File: config.mk
export PLATFORM = sky130hd
export DESIGN_NAME = uart_tx
export DESIGN_NICKNAME = d
export VERILOG_FILES = /design/src/rtl/uart_pkg.sv /design/src/rtl/uart_tx_piso.sv /design/src/rtl/uart_tx.sv
export SDC_FILE = /design/constraint.sdc
export NUM_CORES = 1
export LEC_CHECK = 0
export ABC_AREA = 1
export BUFFER_PORTS_ARGS = -buffer_cell sky130_fd_sc_hd__buf_4
export CORE_UTILIZATION = 55
export DETAILED_ROUTE_END_ITERATION = 16
export PLACE_DENSITY_LB_ADDON = 0.1
export SLEW_MARGIN = 20
export SYNTH_ARGS = -nofsm -noshare
export SYNTH_HDL_FRONTEND = slang
export SYNTH_HIERARCHICAL = 1
export SYNTH_SLANG_ARGS = --single-unit
export TNS_END_PERCENT = 10
File: constraint.sdc
create_clock -name clk -period 2 [get_ports clk]
set_clock_uncertainty 0.15 [all_clocks]
set_input_delay 0.1 -clock clk [delete_from_list [all_inputs] [get_ports clk]]
set_output_delay 0.1 -clock clk [all_outputs]
set_load 0.1 [all_outputs]
File: src/rtl/uart_pkg.sv
// uart_pkg -- definitions shared by the UART transmitter and receiver side.
//   UART_DATAWIDTH  : default number of data bits per frame
//   UART_OVERSAMPLE : default number of baud_tick pulses per serial bit
//   tx_state_t      : transmitter FSM state encoding
//   cnt_width()     : counter width for a 0..range_n-1 counter (never below 1)
package uart_pkg;

  localparam int UART_DATAWIDTH  = 8;
  localparam int UART_OVERSAMPLE = 16;

  typedef enum logic [1:0] {
    IDLE  = 2'd0,
    START = 2'd1,
    DATA  = 2'd2,
    STOP  = 2'd3
  } tx_state_t;

  // $clog2(1) is 0, which would give a zero-width counter; clamp to one bit.
  function automatic int cnt_width(input int range_n);
    return (range_n > 1) ? $clog2(range_n) : 1;
  endfunction

endpackage

File: src/rtl/uart_tx_piso.sv
// tx_piso_reg -- parallel-load, serial-out shift register, LSB out first.
//   clk       : clock, rising edge
//   rst       : synchronous active-low reset, clears the register
//   load      : capture load_data (takes priority over shift)
//   load_data : parallel word to capture
//   shift     : shift right one place, zero fills from the top
//   lsb       : current least significant bit (next bit to send)
module tx_piso_reg
  import uart_pkg::*;
#(
  parameter int WIDTH = UART_DATAWIDTH
) (
  input  logic             clk,
  input  logic             rst,
  input  logic             load,
  input  logic [WIDTH-1:0] load_data,
  input  logic             shift,
  output logic             lsb
);

  logic [WIDTH-1:0] shift_reg;
  logic [WIDTH-1:0] shift_next;

  genvar gi;
  generate
    for (gi = 0; gi < WIDTH; gi++) begin : g_bit
      logic upper;
      // The top bit has no neighbour above it and fills with zero.
      if (gi == WIDTH - 1) begin : g_top
        assign upper = 1'b0;
      end else begin : g_mid
        assign upper = shift_reg[gi+1];
      end
      assign shift_next[gi] = load  ? load_data[gi] :
                              shift ? upper         : shift_reg[gi];
    end
  endgenerate

  always_ff @(posedge clk) begin
    if (!rst) begin
      shift_reg <= '0;
    end else begin
      shift_reg <= shift_next;
    end
  end

  assign lsb = shift_reg[0];

endmodule

File: src/rtl/uart_tx.sv
// uart_tx -- UART transmitter: 1 start bit, DATAWIDTH data bits LSB first,
// 1 stop bit, no parity. Bit timing advances only on baud_tick.
//   clk        : clock, rising edge
//   rst        : synchronous active-low reset; aborts any frame in flight
//   baud_tick  : one-clk enable at OVERSAMPLE x baud rate
//   tx_start   : send request, only looked at while idle
//   tx_data    : word to send, captured when tx_start is accepted
//   serial_out : registered serial line, idle high
//   tx_busy    : frame in progress
//   tx_done    : one-clk pulse after the stop bit completes
module uart_tx
  import uart_pkg::*;
#(
  parameter int DATAWIDTH  = UART_DATAWIDTH,
  parameter int OVERSAMPLE = UART_OVERSAMPLE
) (
  input  logic                 clk,
  input  logic                 rst,
  input  logic                 baud_tick,
  input  logic                 tx_start,
  input  logic [DATAWIDTH-1:0] tx_data,
  output logic                 serial_out,
  output logic                 tx_busy,
  output logic                 tx_done
);

  localparam int TICK_W = cnt_width(OVERSAMPLE);
  localparam int BIT_W  = cnt_width(DATAWIDTH);
  localparam logic [TICK_W-1:0] TICK_LAST = TICK_W'(OVERSAMPLE - 1);
  localparam logic [BIT_W-1:0]  BIT_LAST  = BIT_W'(DATAWIDTH - 1);

  tx_state_t         state_reg, state_next;
  logic [TICK_W-1:0] tick_cnt_reg, tick_cnt_next;
  logic [BIT_W-1:0]  bit_cnt_reg, bit_cnt_next;
  logic              serial_reg, serial_next;
  logic              done_reg, done_next;
  logic              bit_end;
  logic              piso_load, piso_shift, piso_lsb;

  tx_piso_reg #(
    .WIDTH(DATAWIDTH)
  ) u_piso (
    .clk      (clk),
    .rst      (rst),
    .load     (piso_load),
    .load_data(tx_data),
    .shift    (piso_shift),
    .lsb      (piso_lsb)
  );

  // Last tick of the current serial bit.
  assign bit_end = baud_tick && (tick_cnt_reg == TICK_LAST);

  always_ff @(posedge clk) begin
    if (!rst) begin
      state_reg    <= IDLE;
      tick_cnt_reg <= '0;
      bit_cnt_reg  <= '0;
      serial_reg   <= 1'b1;
      done_reg     <= 1'b0;
    end else begin
      state_reg    <= state_next;
      tick_cnt_reg <= tick_cnt_next;
      bit_cnt_reg  <= bit_cnt_next;
      serial_reg   <= serial_next;
      done_reg     <= done_next;
    end
  end

  always_comb begin
    state_next    = state_reg;
    tick_cnt_next = tick_cnt_reg;
    bit_cnt_next  = bit_cnt_reg;
    serial_next   = serial_reg;
    done_next     = 1'b0;
    piso_load     = 1'b0;
    piso_shift    = 1'b0;

    // The tick counter only runs inside a frame; acceptance zeroes it so the
    // start bit gets a full OVERSAMPLE ticks regardless of tick phase.
    if (state_reg != IDLE && baud_tick) begin
      tick_cnt_next = bit_end ? '0 : tick_cnt_reg + 1'b1;
    end

    case (state_reg)
      IDLE: begin
        serial_next = 1'b1;
        if (tx_start) begin
          state_next    = START;
          piso_load     = 1'b1;
          tick_cnt_next = '0;
          bit_cnt_next  = '0;
          serial_next   = 1'b0;
        end
      end
      START: begin
        if (bit_end) begin
          // Present data bit 0 and advance the register so its LSB is
          // always the bit that goes out at the next bit boundary.
          state_next  = DATA;
          serial_next = piso_lsb;
          piso_shift  = 1'b1;
        end
      end
      DATA: begin
        if (bit_end) begin
          piso_shift = 1'b1;
          if (bit_cnt_reg == BIT_LAST) begin
            state_next  = STOP;
            serial_next = 1'b1;
          end else begin
            bit_cnt_next = bit_cnt_reg + 1'b1;
            serial_next  = piso_lsb;
          end
        end
      end
      STOP: begin
        serial_next = 1'b1;
        if (bit_end) begin
          state_next = IDLE;
          done_next  = 1'b1;
        end
      end
      default: begin
        state_next  = IDLE;
        serial_next = 1'b1;
      end
    endcase
  end

  assign serial_out = serial_reg;
  assign tx_busy    = (state_reg != IDLE);
  assign tx_done    = done_reg;

endmodule

==> flow_summary.ini <==
[global_routing]
grt_pass1_vias = 818
grt.overflow.total = 0
grt_max_degree = 13
grt_use_total_pct = 22.7
antenna_found_initial = 0
grt_pass1_wl_microns = 3450

[route]
wire_per_inst_microns = 10.2
drt_iter0_drc = 34
vias_per_cell = 4.94
first_pass_iters = 4
ant_nets = 0
routed_wl_microns = 2050
drc_errors = 0
vias = 997

[placement]
gp_congestion = 0.843
dp_slack_ps = 359
port_buffers = 14
dp_hpwl_microns = 1520

[sta]
finalCriticalPeriod_ps = 1690
final_hold_viol_count = 0
fin_tns_setup_ps = 0
fin_crit_sh_pct = 84.4
tightest_slew_ps = 287
setup_viol_count_final = 0
fin_ws_ps = 311
timing.fmax_ghz = 0.592
max_slew_margin_pct = 80.8
slew_viol_final = 0
rsz0062_at_grt = false

[critical_path]
crit_type = flop to output pin
path_max_fanout = 5
cpPeakStageDelay_ps = 400
critPathRequiredTime_ps = 1750
worstSetupStartpoint = state_reg[0]
r2r-start = tick_cnt_reg[0]
crit_chain = inv_1, ha_1, inv_2, buf_4
setup.worst_path.start_class = flop
cpMaxStageDelayCell = dfxtp_1
arrival_ps = 1440
endpoint_kind = output pin

[floorplanning]
io_pins = 15
die_h_microns = 45.5
core_area_sq_um = 1750
dieArea_sq_um = 2070
die_x_microns = 45.5
initial_core_util_pct = 59.6
rows = 15

[clock_network]
cts_tree = yes
ctsHtreeMaxLevel = 1
path_clk_slew_ps = 100
cts_root_buffer = clkbuf_4
post_cts_buffers = 0
clock_sinks = 19
clock_latency_ps = 280
cts_buffer_depth = 2
cts_inserted_buffers = 3

[synth]
syn_nets = 170
syn-instance-count = 151
yosysUniqueCellTypes = 21
yosysSeqAreaShare_pct = 36.5
synth_most_common_cell = nand2_1
avgSynthCellArea_sq_um = 6.89
ys_top_cells_by_area = dfxtp_1 (37%), nand2_1 (17%), ha_1 (8.4%)
synth-seq-cells = 19
synth_top_area_share_pct = 36.5
yosys-top-cells-count = nand2_1 (47), dfxtp_1 (19), inv_1 (18), a21oi_1 (13), nor2_1 (11)
async_flop_share_pct = 0
synth_warnings = 6
syn_area_sq_um = 1040
synth-edff-count = 0
synth-main-ff-cell = dfxtp_1
post-synth-top-area-cell = dfxtp_1

[layout]
largest_reg_flops = 8
nets = 197
post-route-util_pct = 73.5
filler_cell_count = 161
final_layout_size_suffix_gt1_share_pct = 17.5
area_delta_synth_final_pct = 23.2
diodes = 0

[hold_path]
hold_path_class = input pin to flop
worstHoldStart = baud_tick

[status]
status = completed

[power_and_ir_drop]
vdd_drop_max_mv = 0.840
cellPowerDensity_nw_per_um2 = 1100
power_w = 0.00142
leakage_nw = 0.619

[run]
drv_cap = 0
## layout make-up
type                            instances  area (sq um)  area share, %
Multi-Input combinational cell        107           556           43.3
Sequential cell                        19           380           29.7
Timing Repair Buffer                   24           203           15.8
Inverter                               23          86.3           6.73
Tap cell                               25          31.3           2.44
Clock buffer                            4          26.3           2.05
## placed cells by master (no fill, tap or decap), types with 2 or more instances in the layout
| cell type | instances |
|---|---|
| a21oi_1 | 13 |
| dfxtp_1 | 19 |
| nand2_2 | 2 |
| nand2_1 | 47 |
| nand4_1 | 5 |
| inv_2 | 5 |
| inv_1 | 18 |
| nor2_1 | 11 |
| buf_4 | 15 |
| o21ai_0 | 3 |
| dlygate4sd3_1 | 9 |
| nor2_2 | 4 |
| nand3_1 | 8 |
| clkbuf_4 | 3 |
| ha_1 | 7 |
## critical path: cells and delay by family (launching register included)
family / cells / cell delay, ps
buffers and inverters: 3 / 500
adder cells (fa/ha/maj): 1 / 260
flip-flops: 1 / 400
## metal layers
metal  global-route usage, %  part of all wire [%]  vias to the layer above
li1                        -                     -                      529
met1                    33.7                    50                      443
met2                    34.3                    45                       23
met3                    2.78                   4.5                        2
met4                    5.45                  0.73                        0
met5                       0                     0                        -
## path summary, 6_finish.rpt
path | endpoint | slack, ps | cells past startpoint
max | tx_busy | 310 | 4
min | tick_cnt_reg[1] | 30 | 4
max reg2reg | u_piso/shift_reg[5] | 330 | 11
min reg2reg | bit_cnt_reg[1] | 320 | 2
## logic make-up (layout without fill, tap and decap cells)
group	after synthesis	count (layout)	synth area share (%)
simple gates	79	79	33.8
buf+inv	25	51	10.1
compound gates	20	20	10.3
flops	19	19	36.5
fa+ha+maj	7	7	8.41
xor+xnor	1	1	0.841
## through the flow
stage,instance area (sq um),cells,hold WS [ps]
finish,1280,202,25.6
floorplan,1040,151,34.1
CTS,1280,202,19.5
global placement,1170,189,204
detailed placement,1170,189,211
global route,1280,202,42.2
## where the power goes
part	internal (W)	total (W)	leakage, nW	switching (W)
clock network	0.0000773	0.000189	0.0150	0.000112
logic	0.000228	0.000714	0.448	0.000486
registers	0.000459	0.000513	0.156	0.0000539
## timing repair
action | 4_1_cts | 5_1_grt
hold buffers | 9 | 0
gates resized for setup | 0 | 0
endpoints found under the hold margin | 11 | 0
Note: power is estimated with default switching activity, not from simulation.
